File: config.mk
export PLATFORM = sky130hd
export DESIGN_NAME = window_reader
export DESIGN_NICKNAME = d
export VERILOG_FILES = /design/src/rtl/window_reader.sv
export SDC_FILE = /design/constraint.sdc
export NUM_CORES = 1
export LEC_CHECK = 0
export ABC_AREA = 1
export CAP_MARGIN = 20
export CORE_UTILIZATION = 32
export DETAILED_ROUTE_END_ITERATION = 7
export PLACE_DENSITY_LB_ADDON = 0.1
export SYNTH_ARGS = -nofsm -noshare
export SYNTH_HDL_FRONTEND = slang
export SYNTH_SLANG_ARGS = --single-unit
File: constraint.sdc
create_clock -name clk -period 15.1 [get_ports clk]
set_input_delay 2.265 -clock clk [delete_from_list [all_inputs] [get_ports clk]]
set_output_delay 2.265 -clock clk [all_outputs]
set_load 0.03 [all_outputs]
File: src/rtl/window_reader.sv
// Reads a window of entries from a circular buffer starting at an offset from its head
// and streams them out as valid/ready beats through a 4-entry queue that absorbs backpressure.
module window_reader #(
    parameter int DATA_WIDTH = 32,
    parameter int ADDR_WIDTH = 6
) (
    input  logic                  clk,
    input  logic                  rst,
    input  logic                  start,
    input  logic [ADDR_WIDTH-1:0] start_offset,
    input  logic [ADDR_WIDTH:0]   length,
    output logic                  busy,
    output logic                  freeze,
    output logic                  done,
    output logic [ADDR_WIDTH-1:0] rd_addr,
    input  logic [DATA_WIDTH-1:0] rd_data,
    output logic [DATA_WIDTH-1:0] m_data,
    output logic                  m_valid,
    input  logic                  m_ready,
    output logic                  m_last
);

    typedef enum logic [1:0] {IDLE, READ, DRAIN} state_t;

    localparam logic [ADDR_WIDTH:0]   LEN_ONE  = 1;
    localparam logic [ADDR_WIDTH-1:0] ADDR_ONE = 1;

    state_t                r_state;
    logic [ADDR_WIDTH:0]   r_len;
    logic [ADDR_WIDTH:0]   r_issued;
    logic [ADDR_WIDTH-1:0] r_addr;
    logic                  r_done;
    logic                  r_vld_p0;
    logic                  r_vld_p1;
    logic                  r_last_p0;
    logic                  r_last_p1;
    logic [DATA_WIDTH-1:0] r_q_data [4];
    logic [3:0]            r_q_last;
    logic [1:0]            r_wr;
    logic [1:0]            r_rd;
    logic [2:0]            r_cnt;

    logic [2:0] w_occ;
    logic       w_issue;
    logic       w_push;
    logic       w_pop;
    logic       w_last_pop;

    // Reads still in flight are counted against queue space so a stalled sink never overflows it.
    assign w_occ      = r_cnt + {2'b00, r_vld_p0} + {2'b00, r_vld_p1};
    assign w_issue    = (r_state == READ) && (r_issued != r_len) && (w_occ < 3'd4);
    assign w_push     = r_vld_p1;
    assign w_pop      = m_valid && m_ready;
    assign w_last_pop = w_pop && r_q_last[r_rd];

    assign busy    = (r_state != IDLE);
    assign freeze  = busy;
    assign done    = r_done;
    assign rd_addr = r_addr;
    assign m_valid = (r_cnt != 3'd0);
    assign m_data  = r_q_data[r_rd];
    assign m_last  = m_valid && r_q_last[r_rd];

    always_ff @(posedge clk or posedge rst) begin
        if (rst) begin
            r_state   <= IDLE;
            r_len     <= '0;
            r_issued  <= '0;
            r_addr    <= '0;
            r_done    <= 1'b0;
            r_vld_p0  <= 1'b0;
            r_vld_p1  <= 1'b0;
            r_last_p0 <= 1'b0;
            r_last_p1 <= 1'b0;
            r_q_last  <= '0;
            r_wr      <= '0;
            r_rd      <= '0;
            r_cnt     <= '0;
            for (int i = 0; i < 4; i++) begin
                r_q_data[i] <= '0;
            end
        end else begin
            r_done    <= 1'b0;
            r_vld_p0  <= 1'b0;
            r_last_p0 <= 1'b0;
            // Read data appears one cycle after its address; tag travels alongside it.
            r_vld_p1  <= r_vld_p0;
            r_last_p1 <= r_last_p0;

            case (r_state)
                IDLE: begin
                    if (start) begin
                        if (length == '0) begin
                            r_done <= 1'b1;
                        end else begin
                            r_state   <= READ;
                            r_len     <= length;
                            r_addr    <= start_offset;
                            r_issued  <= LEN_ONE;
                            r_vld_p0  <= 1'b1;
                            r_last_p0 <= (length == LEN_ONE);
                        end
                    end
                end
                READ: begin
                    if (r_issued == r_len) begin
                        r_state <= DRAIN;
                    end else if (w_issue) begin
                        r_addr    <= r_addr + ADDR_ONE;
                        r_issued  <= r_issued + LEN_ONE;
                        r_vld_p0  <= 1'b1;
                        r_last_p0 <= ((r_issued + LEN_ONE) == r_len);
                    end
                end
                DRAIN: begin
                    if (w_last_pop) begin
                        r_state <= IDLE;
                        r_done  <= 1'b1;
                    end
                end
                default: r_state <= IDLE;
            endcase

            if (w_push) begin
                r_q_data[r_wr] <= rd_data;
                r_q_last[r_wr] <= r_last_p1;
                r_wr           <= r_wr + 2'd1;
            end
            if (w_pop) begin
                r_rd <= r_rd + 2'd1;
            end
            case ({w_push, w_pop})
                2'b10:   r_cnt <= r_cnt + 3'd1;
                2'b01:   r_cnt <= r_cnt - 3'd1;
                default: r_cnt <= r_cnt;
            endcase
        end
    end

endmodule

==> metrics.md <==
| Metric | Value |
|---|---|
| Critical Path Start Type | `flop` |
| Minimum clock period | `5010 ps` |
| Layout area overhead | `24.6%` |
| Num rows | `56` |
| # diodes | `0` |
| Synthesized net count | `976` |
| CP Capture Type | `primary output` |
| Largest family of logic cells by synthesized area | `simple AND/OR/NAND/NOR gates` |
| Top-count cell post-synth | `nand2_1` |
| PostCTS Resize Cnt | `0` |
| Hpwl dp | `11,300 um` |
| Worst Max-Slew Pin Slew | `856 ps` |
| Area contributors post-synth | `dfrtp_1, o21ai_0, nand2_1` |
| Port bufs | `91` |
| RSZ-0062 raised after global routing | `no` |
| Fillers | `2,462` |
| Post-CTS Setup Inserts | `0` |
| Die ar. | `24,400 sq um` |
| 1st-pass router iterations | `5` |
| Final wirelength | `18,500 um` |
| Post-synth top area cell | `dfrtp_1` |
| Top Ports | `92` |
| First-pass GRT wire length | `30,900 um` |
| EDFF count, synth | `0` |
| Post-Route Setup TNS | `0 ps` |
| Pre-CTS setup slack | `10,520 ps` |
| Fraction of layout cells with a size suffix above 1 | `5.52%` |
| Post-Syn Instances | `918` |
| Post-synth top area share | `54.7%` |
| Adder and majority gate portion of the synthesized area | `1.58%` |
| Pwr Total | `2.41 mW` |
| Synth top cells by count | `nand2_1, o21ai_0, dfrtp_1, nor2_1, inv_1` |
| P per Cell Area | `255 nW/um^2` |
| Worst Hold Class | `flop to flop` |
| Post-synth ARST share | `100%` |
| Required time of the critical path | `12,840 ps` |
| Worst VDD drop | `119 uV` |
| Initial Util | `32.4%` |
| Yosys cell types | `22` |
| Complex-gate fraction of the synthesized area | `17.4%` |
| Final worst-path cycle share | `33.2%` |
| Num CTS Buffers | `17` |
| Xor and xnor area share after synthesis | `1.50%` |
| Layout net count | `1,042` |
| Leakage Power | `4.43 nW` |
| Vias per inst | `4.56` |
| Wire length per cell | `14.0 um` |
| Main flop type after synthesis | `dfrtp_1` |
| CTS tree | `done` |
| H-Tree Depth | `4` |
| DR iter-0 viols | `340` |
| Critical path class | `flop to primary output` |
| Clk_lat worst skew | `430 ps` |
| Core area | `23,400 sq um` |
| Clock sink total | `166` |
| Clock buffer depth | `2` |
| Fraction of the mapped netlist area in simple logic gates | `17.9%` |
| Chip width | `156 um` |
| Reg clk slew, reported paths | `60 ps` |
| Clock root buffer | `clkbuf_16` |
| Mean Syn Cell Area | `8.27 sq um` |
| Final instance area | `9460 sq um` |
| Mux share of post-synthesis cell area | `0%` |
| Die H | `156 um` |
| Gr ovfl total | `0` |
| Final Skew | `12.3 ps` |
| Slew headroom | `43.0%` |
| # hold bufs at CTS | `0` |
| Slew Limit Fails | `0` |
| Largest net degree at the start of global routing | `89` |
| Synthesis Warnings | `0` |
| Setup violations, final | `0` |
| Register area share after synthesis | `54.7%` |
| Status | `completed` |
| Count of state elements after synthesis | `166` |
| Max Freq | `0.200 GHz` |
| Detail Route Antenna Nets | `0` |
| GPL Wtd Cong | `0.737` |
| Initial antenna violation count | `0` |
| Setup ws final | `10,090 ps` |
| Total track usage | `16.2%` |
| Max-cap violations | `0` |
| Residual DRC count | `0` |
| Mapped Area | `7590 sq um` |
| Via Count | `5,995` |
| Number of global-route vias before repair | `5,863` |
| Final hold violations | `0` |
| CP Data Arrival Time | `2740 ps` |
| Area after DPL | `8740 sq um` |
| CP Max Fanout | `38` |
## worst max-delay path, cell delays in order (launching register included)
cell	delay, ps
dfrtp_2	400
inv_2	370
buf_4	460
o21ai_0	130
o22ai_1	230
clkdlybuf4s50_1	720
## registers in the layout, indices dropped and copies added (netlist names)
name	count
r_q_data	128
rd_addr	6
r_wr	2
r_last_p1	1
r_rd	2
r_cnt	3
done	1
r_vld_p0	1
r_issued	7
r_q_last	4
r_state	2
r_len	7
r_vld_p1	1
r_last_p0	1
## kinds of logic (layout without fill, tap and decap cells)
| kind of cell | Yosys count | in the layout |
|---|---|---|
| XOR/XNOR | 13 | 13 |
| adder cells (fa/ha/maj) | 9 | 9 |
| AND/OR/NAND/NOR | 345 | 345 |
| flip-flops | 166 | 166 |
| AO/OA/AOI/OAI | 256 | 256 |
| buffers and inverters | 129 | 208 |
## layer usage
metal | vias up | part of all wire (%) | global-route usage [%]
met1 | 2758 | 49 | 22.0
met2 | 105 | 47 | 26.3
met3 | 11 | 3.4 | 3.31
met5 | - | 0 | 0
li1 | 3121 | - | -
met4 | 0 | 0.87 | 4.34
## metrics by stage
step | instances | utilization, % | hold WS [ps]
finish | 1316 | 40.4 | 356
global route | 1316 | 40.4 | 363
CTS | 1314 | 40.2 | 358
detailed placement | 1282 | 37.4 | 342
global placement | 1282 | 37.4 | 332
floorplan | 918 | - | 331
## area by class of cell
type                            instances  area [sq um]  share of cell area (%)
Clock inverter                         14           233                    2.46
Tap cell                              319           399                    4.22
Sequential cell                       166          4160                    43.9
Timing Repair Buffer                  102          1030                    10.8
Clock buffer                           18           439                    4.64
Multi-Input combinational cell        623          2930                    30.9
Inverter                               74           283                    2.99
## placed cells by master, fill, tap and decap left out, types with 4 or more instances in the layout
master           netlist  final
bufinv_16              0      5
nor2_1                79     79
xnor2_1                5      5
clkdlybuf4s50_1        0     91
inv_6                  0      7
a21oi_1                6      6
nor3_1                 4      4
dfrtp_1              166    165
buf_4                  2      9
nand2_2                2      6
inv_1                 73     71
o21ai_0              217    217
clkbuf_16              0     17
xor2_1                 8      8
o22ai_1               33     33
nand3_1               24     24
nand2_1              232    228
ha_1                   8      8
## final timing paths
check	from	end	slack, ps	cells past startpoint
min reg2reg	r_last_p0$_DFF_PP0_	r_last_p1$_DFF_PP0_	360	0
min in group asynchronous	rst	rd_addr[4]$_DFFE_PP0P_	2310	2
max in group asynchronous	rst	r_q_data[98]$_DFFE_PP0P_	11540	4
max	r_rd[0]$_DFFE_PP0P_	m_data[12]	10090	5
max reg2reg	r_cnt[0]$_DFFE_PP0P_	r_cnt[1]$_DFFE_PP0P_	13080	8
min	r_last_p0$_DFF_PP0_	r_last_p1$_DFF_PP0_	360	0
## report_power, final
group,total [mW],switching (mW),internal [mW]
clock,0.497,0.193,0.304
combinational,1.13,0.709,0.421
sequential,0.783,0.125,0.658
(Power assumes the default switching activity.)
